[config.mk]
export PLATFORM = sky130hd
export DESIGN_NAME = case_property_monitor_flat
export DESIGN_NICKNAME = d
export VERILOG_FILES = /design/src/rtl/case_property_monitor_pkg.sv /design/src/rtl/case_property_monitor_if.sv /design/src/rtl/case_property_monitor_channel.sv /design/src/rtl/case_property_monitor.sv /design/src/flat_wrapper.sv
export SDC_FILE = /design/constraint.sdc
export NUM_CORES = 1
export LEC_CHECK = 0
export CELL_PAD_IN_SITES_DETAIL_PLACEMENT = 1
export CELL_PAD_IN_SITES_GLOBAL_PLACEMENT = 2
export CORE_MARGIN = 2
export CORE_UTILIZATION = 30
export DETAILED_ROUTE_END_ITERATION = 16
export PLACE_DENSITY_LB_ADDON = 0.1
export SLEW_MARGIN = 20
export SYNTH_ARGS = -nofsm -noshare
export SYNTH_HDL_FRONTEND = slang
export SYNTH_HIERARCHICAL = 1
export SYNTH_SLANG_ARGS = --single-unit
[constraint.sdc]
create_clock -name clk -period 5.15 [get_ports clk]
set_clock_uncertainty 0.2 [all_clocks]
set_input_delay 0.7725 -clock clk [delete_from_list [all_inputs] [get_ports clk]]
set_output_delay 0.7725 -clock clk [all_outputs]
set_load 0.005 [all_outputs]
[src/rtl/case_property_monitor_pkg.sv]
// Shared types for the case property monitor: per-channel check modes,
// the channel FSM states and the opcode decode used by every channel.
package case_prop_pkg;

    // Check applied by a channel; the value equals the opcode that selects it.
    typedef enum logic [2:0] {
        IMPLY      = 3'd0,
        HANDSHAKE  = 3'd1,
        NEXT2      = 3'd2,
        WINDOW     = 3'd3,
        THROUGHOUT = 3'd4,
        EVENTUALLY = 3'd5,
        DEFAULT    = 3'd6
    } mode_e;

    // IDLE evaluates single-cycle checks and triggers; WAIT holds an open attempt.
    typedef enum logic {
        IDLE = 1'b0,
        WAIT = 1'b1
    } state_e;

    // Only the low three opcode bits select a mode; 6 and 7 both mean DEFAULT.
    function automatic mode_e opcode_to_mode(input logic [2:0] op);
        mode_e m;
        case (op)
            3'd0:    m = IMPLY;
            3'd1:    m = HANDSHAKE;
            3'd2:    m = NEXT2;
            3'd3:    m = WINDOW;
            3'd4:    m = THROUGHOUT;
            3'd5:    m = EVENTUALLY;
            default: m = DEFAULT;
        endcase
        return m;
    endfunction

endpackage

[src/rtl/case_property_monitor_if.sv]
// Bundle of the monitored handshake signals and the monitor's verdict outputs.
// master drives the observed signals (the bus side), slave is the monitor.
interface case_property_monitor_if #(
    parameter int NCH  = 4,
    parameter int OPW  = 3,
    parameter int CNTW = 8
);
    logic [NCH*OPW-1:0]  opcode;
    logic [NCH-1:0]      req;
    logic [NCH-1:0]      ack;
    logic [NCH-1:0]      valid;
    logic [NCH-1:0]      ready;
    logic [NCH-1:0]      error;
    logic [NCH-1:0]      pass;
    logic [NCH-1:0]      fail;
    logic [NCH-1:0]      busy;
    logic [NCH*CNTW-1:0] fail_cnt;
    logic                sticky_fail;

    modport master (
        output opcode, req, ack, valid, ready, error,
        input  pass, fail, busy, fail_cnt, sticky_fail
    );

    modport slave (
        input  opcode, req, ack, valid, ready, error,
        output pass, fail, busy, fail_cnt, sticky_fail
    );
endinterface

[src/rtl/case_property_monitor_channel.sv]
// One monitor channel: IDLE/WAIT FSM, elapsed-cycle counter, registered
// pass/fail pulses and a saturating fail counter.
module case_prop_channel
    import case_prop_pkg::*;
#(
    parameter int WMIN = 1,
    parameter int WMAX = 3,
    parameter int MAXW = 10,
    parameter int CNTW = 8
) (
    input  logic            clk,
    input  logic            rst,
    input  mode_e           mode_in,
    input  logic            req,
    input  logic            ack,
    input  logic            valid,
    input  logic            ready,
    input  logic            error,
    output logic            pass,
    output logic            fail,
    output logic            busy,
    output logic [CNTW-1:0] fail_cnt,
    output logic            fail_next
);
    localparam int KW = $clog2(MAXW + 1);
    localparam logic [KW-1:0] K_ONE  = KW'(1);
    localparam logic [KW-1:0] K_TWO  = KW'(2);
    localparam logic [KW-1:0] K_WMIN = KW'(WMIN);
    localparam logic [KW-1:0] K_WMAX = KW'(WMAX);
    localparam logic [KW-1:0] K_MAXW = KW'(MAXW);

    state_e        state_q, state_d;
    mode_e         mode_q, mode_d;
    logic [KW-1:0] k_q, k_d;
    logic          pass_d, fail_d;

    // Next-state and verdict for the cycle being sampled.
    always_comb begin
        // NOTE: every signal gets a default first so no path leaves one unassigned (no latches).
        state_d = state_q;
        mode_d  = mode_q;
        k_d     = k_q;
        pass_d  = 1'b0;
        fail_d  = 1'b0;

        case (state_q)
            IDLE: begin
                k_d = '0;
                case (mode_in)
                    IMPLY: begin
                        if (req) begin
                            pass_d = ack;
                            fail_d = !ack;
                        end
                    end
                    HANDSHAKE: begin
                        if (valid) begin
                            pass_d = ready;
                            fail_d = !ready;
                        end
                    end
                    NEXT2, WINDOW, EVENTUALLY: begin
                        if (req) begin
                            state_d = WAIT;
                            mode_d  = mode_in;
                            k_d     = K_ONE;
                        end
                    end
                    THROUGHOUT: begin
                        if (req && valid) begin
                            state_d = WAIT;
                            mode_d  = mode_in;
                            k_d     = K_ONE;
                        end else if (req) begin
                            fail_d = 1'b1;
                        end
                    end
                    default: begin
                        fail_d = error;
                    end
                endcase
            end

            WAIT: begin
                k_d = k_q + K_ONE;
                case (mode_q)
                    NEXT2: begin
                        if (k_q == K_TWO) begin
                            pass_d = ack;
                            fail_d = !ack;
                        end
                    end
                    WINDOW: begin
                        // Early acks (k < WMIN) are simply ignored.
                        if (ack && (k_q >= K_WMIN)) begin
                            pass_d = 1'b1;
                        end else if (k_q == K_WMAX) begin
                            fail_d = 1'b1;
                        end
                    end
                    THROUGHOUT: begin
                        // valid must hold on every WAIT cycle, the ack cycle included.
                        if (!valid) begin
                            fail_d = 1'b1;
                        end else if (ack) begin
                            pass_d = 1'b1;
                        end else if (k_q == K_MAXW) begin
                            fail_d = 1'b1;
                        end
                    end
                    EVENTUALLY: begin
                        if (ready) begin
                            pass_d = 1'b1;
                        end else if (k_q == K_MAXW) begin
                            fail_d = 1'b1;
                        end
                    end
                    default: begin
                        // Single-cycle modes never open an attempt; recover to IDLE.
                        state_d = IDLE;
                    end
                endcase
                if (pass_d || fail_d) begin
                    state_d = IDLE;
                end
                if (state_d == IDLE) begin
                    k_d = '0;
                end
            end

            default: begin
                state_d = IDLE;
                k_d     = '0;
            end
        endcase
    end

    // State, held mode, counter, verdict pulses and saturating fail count.
    always_ff @(posedge clk) begin
        // NOTE: sequential state uses non-blocking assignments so all registers update together.
        if (rst) begin
            state_q  <= IDLE;
            mode_q   <= IMPLY;
            k_q      <= '0;
            pass     <= 1'b0;
            fail     <= 1'b0;
            fail_cnt <= '0;
        end else begin
            state_q <= state_d;
            mode_q  <= mode_d;
            k_q     <= k_d;
            pass    <= pass_d;
            fail    <= fail_d;
            if (fail_d && (fail_cnt != {CNTW{1'b1}})) begin
                fail_cnt <= fail_cnt + 1'b1;
            end
        end
    end

    assign busy      = (state_q == WAIT);
    assign fail_next = fail_d;

endmodule

[src/rtl/case_property_monitor.sv]
// Multi-channel runtime property monitor: slices per-channel opcodes,
// instantiates one checker per channel, packs fail counters and keeps
// a sticky global fail flag.
module case_property_monitor
    import case_prop_pkg::*;
#(
    parameter int NCH  = 4,
    parameter int OPW  = 3,
    parameter int WMIN = 1,
    parameter int WMAX = 3,
    parameter int MAXW = 10,
    parameter int CNTW = 8
) (
    input  logic              clk,
    input  logic              rst,
    case_property_monitor_if.slave bus
);
    logic [NCH-1:0]      pass_w;
    logic [NCH-1:0]      fail_w;
    logic [NCH-1:0]      busy_w;
    logic [NCH-1:0]      fail_next_w;
    logic [NCH*CNTW-1:0] cnt_w;
    mode_e               mode_w [NCH];
    logic                sticky_q;

    for (genvar i = 0; i < NCH; i++) begin : g_ch
        assign mode_w[i] = opcode_to_mode(bus.opcode[i*OPW +: 3]);

        if (OPW > 3) begin : g_hi
            // Opcode bits above bit 2 carry no meaning for the checker.
            logic unused_opcode_hi;
            assign unused_opcode_hi = ^bus.opcode[i*OPW+3 +: OPW-3];
        end

        case_prop_channel #(
            .WMIN (WMIN),
            .WMAX (WMAX),
            .MAXW (MAXW),
            .CNTW (CNTW)
        ) u_ch (
            .clk       (clk),
            .rst       (rst),
            .mode_in   (mode_w[i]),
            .req       (bus.req[i]),
            .ack       (bus.ack[i]),
            .valid     (bus.valid[i]),
            .ready     (bus.ready[i]),
            .error     (bus.error[i]),
            .pass      (pass_w[i]),
            .fail      (fail_w[i]),
            .busy      (busy_w[i]),
            .fail_cnt  (cnt_w[i*CNTW +: CNTW]),
            .fail_next (fail_next_w[i])
        );
    end

    // Sticky flag rises on the same edge as the first fail pulse; only rst clears it.
    always_ff @(posedge clk) begin
        if (rst) begin
            sticky_q <= 1'b0;
        end else if (|fail_next_w) begin
            sticky_q <= 1'b1;
        end
    end

    assign bus.pass        = pass_w;
    assign bus.fail        = fail_w;
    assign bus.busy        = busy_w;
    assign bus.fail_cnt    = cnt_w;
    assign bus.sticky_fail = sticky_q;

endmodule
[src/flat_wrapper.sv]
// flat-port wrapper written by rule: the top's interface ports become plain ports
module case_property_monitor_flat import case_prop_pkg::*;
#(
    parameter int NCH  = 4,
    parameter int OPW  = 3,
    parameter int WMIN = 1,
    parameter int WMAX = 3,
    parameter int MAXW = 10,
    parameter int CNTW = 8
)
  (clk, rst, bus_opcode, bus_req, bus_ack, bus_valid, bus_ready, bus_error, bus_pass, bus_fail, bus_busy, bus_fail_cnt, bus_sticky_fail);
  case_property_monitor_if #(.NCH(NCH), .OPW(OPW), .CNTW(CNTW)) bus_i ();
  input  logic clk;
  input  logic rst;
  input wire logic [$bits(bus_i.opcode)-1:0] bus_opcode;
  input wire logic [$bits(bus_i.req)-1:0] bus_req;
  input wire logic [$bits(bus_i.ack)-1:0] bus_ack;
  input wire logic [$bits(bus_i.valid)-1:0] bus_valid;
  input wire logic [$bits(bus_i.ready)-1:0] bus_ready;
  input wire logic [$bits(bus_i.error)-1:0] bus_error;
  output wire logic [$bits(bus_i.pass)-1:0] bus_pass;
  output wire logic [$bits(bus_i.fail)-1:0] bus_fail;
  output wire logic [$bits(bus_i.busy)-1:0] bus_busy;
  output wire logic [$bits(bus_i.fail_cnt)-1:0] bus_fail_cnt;
  output wire logic [$bits(bus_i.sticky_fail)-1:0] bus_sticky_fail;
  assign bus_i.opcode = bus_opcode;
  assign bus_i.req = bus_req;
  assign bus_i.ack = bus_ack;
  assign bus_i.valid = bus_valid;
  assign bus_i.ready = bus_ready;
  assign bus_i.error = bus_error;
  assign bus_pass = bus_i.pass;
  assign bus_fail = bus_i.fail;
  assign bus_busy = bus_i.busy;
  assign bus_fail_cnt = bus_i.fail_cnt;
  assign bus_sticky_fail = bus_i.sticky_fail;
  case_property_monitor #(.NCH(NCH), .OPW(OPW), .WMIN(WMIN), .WMAX(WMAX), .MAXW(MAXW), .CNTW(CNTW)) u_core (.clk(clk), .rst(rst), .bus(bus_i));
endmodule
==> flow_summary.ini, run 1 <==
[clock_network]
cts_max_level = 3
cts_tree = built
post_cts_buffers = 0
clockBufferDepth = 2
clock-sinks = 73
cts_resized = 0
cts-root-buf = clkbuf_16
clk_pin_slew_ps = 60
ctsHoldBuffers = 0
cts_made_buffers = 9
clk_latency_ps = 340

[finish]
fin_nets = 613
syn_to_final_growth_pct = 29.2
fin_util = 0.394
drive_gt1_frac = 0.103
diodes = 0
final_area_sq_um = 5430

[worst_setup_path]
setup.worst_path.start = bus_opcode[1]
crit_required_ps = 5180
crit_arrival_ps = 3300
cp-endpoint = u_core/g_ch[0].u_ch/fail_cnt[5]
worstSetupPathType = in2reg
r2r-end = u_core/g_ch[1].u_ch/k_q[0]
max_stage_delay_ps = 570
crit_slowest_cell = a21boi_0
r2r_setup_slack_ps = 2560
end_kind = flop
r2r_cells = 8
cp_cell_sequence = clkdlybuf4s50_1 -> a21boi_0 -> nand2b_1 -> o22ai_1 -> a32oi_1 -> a21oi_2 -> nand4_1 -> mux2_2
crit_path_start_kind = input port
rr_startpoint = u_core/g_ch[1].u_ch/k_q[1]
crit_fanout = 10

[route]
wl_um = 11000
drc = 0
vias = 3731
firstDrtPassIters = 4
wl_per_cell_um = 14.7
dr.first_iter.drc_count = 148
ant_nets = 0
via_per_inst = 5.01

[synthesis]
netlist_instances = 485
yosys-top-cells-area = dfxtp_1, ha_1, nor2_1, mux2i_1, inv_1
yosys_warnings = 6
syn_nets = 539
synth_top_area_frac = 0.348
ys_ff_latch = 73
synth_area_per_cell_sq_um = 8.66
seq_area_frac_synth = 0.348
synth_area_sq_um = 4200
synth_edf_count = 0
yosysTopAreaCell = dfxtp_1
synth_ff_type = dfxtp_1
yosysMostFrequentCell = dfxtp_1
synthDistinctLibCells = 55
ys_top_cells_by_count = dfxtp_1, nor2_1, inv_1
synthArstFlopShare = 0

[place]
gp_congestion = 0.811
place_ws_ps = 1580
hpwl_um = 8140
placed_area_sq_um = 5140
io_buffer_count = 78

[power_and_ir_drop]
p_leak_uw = 0.00207
peakVddDrop_mv = 0.142
power_density_nw_per_um2 = 253

[die]
num_io_pins = 79
dieWidth_um = 122
die_h_um = 122
core_area_sq_um = 13800
row_count = 43
start_util = 0.305
die-area_sq_um = 15000

[grt]
antenna_found_initial = 0
grt_max_degree = 41
grt_use_total = 0.153
gr-total-overflow = 0
grt_pass1_wl_um = 18300
first_global_vias = 3765

[timing]
timing.fmax_mhz = 305
hold_violations = 0
hold_ws_ps = 329
max_slew_margin = 0.504
timing.setup.tns_ps = 0
slew_viol_final = 0
final-setup-viol-count = 0
setup_slack_ps = 1880
min_period_ps = 3270
fin_crit_sh = 0.636
grt_setup_unrepaired = false
worstMarginPinSlew_ps = 744

[job]
cap_viol_max_count = 0

[min_path]
hold_class = reg2reg

[status]
outcome = complete, no violations
[kinds of logic (layout without fill, tap and decap cells)]
family,after synthesis,in the layout,share of synthesized area
flip-flops,73,73,0.348
buffers and inverters,52,131,0.0492
AND/OR/NAND/NOR,198,198,0.272
multiplexers,27,27,0.0664
AO/OA/AOI/OAI,100,100,0.174
XOR/XNOR,15,15,0.0313
adder cells (fa/ha/maj),20,20,0.0596
[final cells by class]
| type | instances | area [sq um] |
|---|---|---|
| fill | 1650 | 8350 |
| sequential | 73 | 1460 |
| clock buffer | 13 | 250 |
| clock inverter | 3 | 40.0 |
| tap | 180 | 225 |
| multi-input combinational | 360 | 2530 |
| inverter | 36 | 135 |
| timing repair buffer | 79 | 783 |
[flip-flops by register name, summed over array words and instances, names as in the netlist]
signal	count
u_core/bus.sticky_fail	1
u_core/g_ch.u_ch/busy	4
u_core/g_ch.u_ch/fail	4
u_core/g_ch.u_ch/fail_cnt	32
u_core/g_ch.u_ch/k_q	16
u_core/g_ch.u_ch/mode_q	12
u_core/g_ch.u_ch/pass	4
[per-layer routing]
metal / global-route usage / vias up / routed length, um
met3: 0.0349 / 12 / 407
met5: 0 / - / 0
met4: 0.0647 / 0 / 189
li1: - / 1890 / -
met1: 0.197 / 1768 / 5230
met2: 0.246 / 61 / 5130
[metrics by stage]
step	total power, uW	instances
after global placement	767	728
after CTS	1400	744
after detailed placement	769	728
after floorplan	696	485
final	1370	744
after global routing	1450	744
[how the worst min path moves through the flow]
stage | from | to | depth (start not counted)
2_1_floorplan | u_core/g_ch[3].u_ch/fail_cnt[5] | u_core/g_ch[3].u_ch/fail_cnt[5] | 2
3_3_place_gp | u_core/g_ch[3].u_ch/fail_cnt[4] | u_core/g_ch[3].u_ch/fail_cnt[4] | 2
3_5_place_dp | u_core/g_ch[3].u_ch/fail_cnt[5] | u_core/g_ch[3].u_ch/fail_cnt[5] | 2
4_1_cts | u_core/g_ch[3].u_ch/fail_cnt[5] | u_core/g_ch[3].u_ch/fail_cnt[5] | 2
5_1_grt | u_core/g_ch[3].u_ch/fail_cnt[5] | u_core/g_ch[3].u_ch/fail_cnt[5] | 2
6_report | u_core/g_ch[3].u_ch/fail_cnt[5] | u_core/g_ch[3].u_ch/fail_cnt[5] | 2
[critical path, delay by kind of cell]
family	cells	cell delay, ps
AOI/OAI and AO/OA	4	1310
muxes	1	340
buffers and inverters	1	500
and+or+nand+nor	2	370
[report_power, final]
group	internal, uW	switching [uW]	leakage [uW]
clock	387	231	0.000144
combinational	78.8	79.2	0.00134
sequential	581	16.3	0.000592
[placed cells by master (no fill, tap or decap), drive strengths merged, types with 4 or more instances in the layout]
master and count:
a211oi 6, a21bo 6, a21boi 4, a21oi 22, a31o 7, a32oi 6, and2b 6, and3 5
and4bb 8, clkbuf 13, clkdlybuf4s50 77, dfxtp 73, ha 20, inv 36, mux2 7, mux2i 20
nand2 17, nand2b 10, nand3 24, nand3b 8, nand4 10, nor2 62, nor2b 16, nor3 6
o21ai 21, o221ai 4, o22ai 7, or4b 6, xnor2 10, xor2 5
No activity file was read; power rests on OpenSTA's default activity.
==> run 2, diff against run 1 <==
- clock period: 5.15 -> 3.35 ns (I/O delays scaled with it)
==> run 2 against run 1 <==
  * Sequential cell count did not move
  * Via count rose by 1.6%
  * Core utilization rose by 0.27 points
  * First-iteration DRC count rose by 8.1%
  * Total power rose by 51%
  * Global-route usage fell by 0.35 points
  * Worst hold slack got worse by 11 ps
  * Design area rose by 0.69%
  * Sequential power rose by 54%
  * Critical path depth did not move
  * Wire length rose by 0.28%
  * Setup slack got worse by 1400 ps
  * Critical path type unchanged
==> flow_summary.ini, run 2 (synthesis gave the netlist of run 1 again) <==
[status]
outcome = complete, no violations

[worst_setup_path]
crit_fanout = 10
end_kind = flop
crit_path_start_kind = input port
r2r_cells = 8
r2r_setup_slack_ps = 750
crit_required_ps = 3370
r2r-end = u_core/g_ch[1].u_ch/k_q[0]
worstSetupPathType = in2reg
cp_cell_sequence = clkdlybuf4s50_1 -> a21boi_0 -> nand2_1 -> o22ai_1 -> a32oi_1 -> a21oi_2 -> nand4_1 -> mux2_2
rr_startpoint = u_core/g_ch[1].u_ch/k_q[1]
crit_slowest_cell = a21boi_0
max_stage_delay_ps = 570
crit_arrival_ps = 2900

[place]
place_ws_ps = 168
hpwl_um = 8220
io_buffer_count = 78
gp_congestion = 0.796

[clock_network]
cts_tree = built
cts-root-buf = clkbuf_16
cts_resized = 0
clockBufferDepth = 2
post_cts_buffers = 0
cts_max_level = 3
clk_latency_ps = 330
clk_pin_slew_ps = 60
cts_made_buffers = 9
clock-sinks = 73
ctsHoldBuffers = 0

[route]
vias = 3792
wl_per_cell_um = 14.6
ant_nets = 0
wl_um = 11000
via_per_inst = 5.05
dr.first_iter.drc_count = 160
drc = 0
firstDrtPassIters = 4

[timing]
max_slew_margin = 0.406
min_period_ps = 2880
fin_crit_sh = 0.860
slew_viol_final = 0
setup_slack_ps = 470
hold_violations = 0
worstMarginPinSlew_ps = 891
final-setup-viol-count = 0
timing.fmax_mhz = 347
timing.setup.tns_ps = 0
grt_setup_unrepaired = false

[die]
start_util = 0.305
dieWidth_um = 122
die-area_sq_um = 15000
row_count = 43
core_area_sq_um = 13800
num_io_pins = 79
die_h_um = 122

[min_path]
hold_class = reg2reg
whs_path_depth = 2
min_to = u_core/g_ch[3].u_ch/fail_cnt[5]
hp-start = u_core/g_ch[3].u_ch/fail_cnt[5]

[power_and_ir_drop]
p_leak_uw = 0.00210
peakVddDrop_mv = 0.184
power_density_nw_per_um2 = 378

[finish]
final_cell_mix = clkdlybuf4s50_1, dfxtp_1, nor2_1, inv_1, nand3_1
final_common_cell = clkdlybuf4s50_1
top_regs = u_core/g_ch.u_ch/fail_cnt: 32 flops, u_core/g_ch.u_ch/k_q: 16 flops, u_core/g_ch.u_ch/mode_q: 12 flops
diodes = 0
fin_nets = 620
largest_reg_flops = 32
syn_to_final_growth_pct = 30.1
drive_gt1_frac = 0.116
top_register = u_core/g_ch.u_ch/fail_cnt

[grt]
first_global_vias = 3794
antenna_found_initial = 0
grt_pass1_wl_um = 18000
gr-total-overflow = 0
grt_use_total = 0.150
grt_max_degree = 47

[job]
cap_viol_max_count = 0
## run 2: cell types whose count changed in the layout (fill, tap and decap cells not counted), sizes merged
cell / change
buf: +7
clkinv: +1
bufinv: -1
## run 2: per-stage QoR
stage	std cells	utilization	hold WS (ps)	power [uW]	instance area, sq um
finish	751	0.397	318	2070	5460
global route	751	0.397	371	2180	5460
CTS	751	0.397	322	2110	5460
global placement	735	0.377	303	1190	5190
floorplan	485	-	283	1070	4200
detailed placement	735	0.377	307	1190	5190
## run 2: worst max-delay path: cells and delay by family
family | cells | cell delay, ps
buf+inv | 1 | 500
mux | 1 | 290
simple gates | 2 | 260
compound gates | 4 | 1330
## run 2: cell type report
class / count / area, sq um
Multi-Input combinational cell: 360 / 2530
Inverter: 36 / 135
Timing Repair Buffer: 86 / 836
Sequential cell: 73 / 1460
Fill cell: 1629 / 8310
Clock inverter: 3 / 15.0
Tap cell: 180 / 225
Clock buffer: 13 / 260
## run 2: power breakdown
group	internal [uW]	total [uW]	switching [uW]
combinational	128	251	122
sequential	893	918	25.1
clock	538	899	360
## run 2: layer usage
layer | vias to the layer above | wire length [um] | track usage
met1 | 1819 | 5250 | 0.192
met2 | 62 | 5200 | 0.249
li1 | 1900 | - | -
met4 | 0 | 153 | 0.0582
met3 | 11 | 385 | 0.0265
met5 | - | 0 | 0
## run 2: worst max-delay path by stage
stage                  startpoint                              end  cells after the start
finish              bus_opcode[1]  u_core/g_ch[0].u_ch/fail_cnt[5]                      8
floorplan           bus_opcode[0]  u_core/g_ch[0].u_ch/fail_cnt[5]                      7
CTS                 bus_opcode[1]  u_core/g_ch[0].u_ch/fail_cnt[5]                      8
global route        bus_opcode[4]  u_core/g_ch[1].u_ch/fail_cnt[4]                      8
detailed placement  bus_opcode[4]  u_core/g_ch[1].u_ch/fail_cnt[4]                      8
global placement    bus_opcode[1]  u_core/g_ch[0].u_ch/fail_cnt[5]                      7
==> run 3, diff against run 2 <==
- CTS_CLUSTER_SIZE: unset -> 40
==> results of run 3 <==
The final DEF is identical to that of run 2; final timing and power are the same.
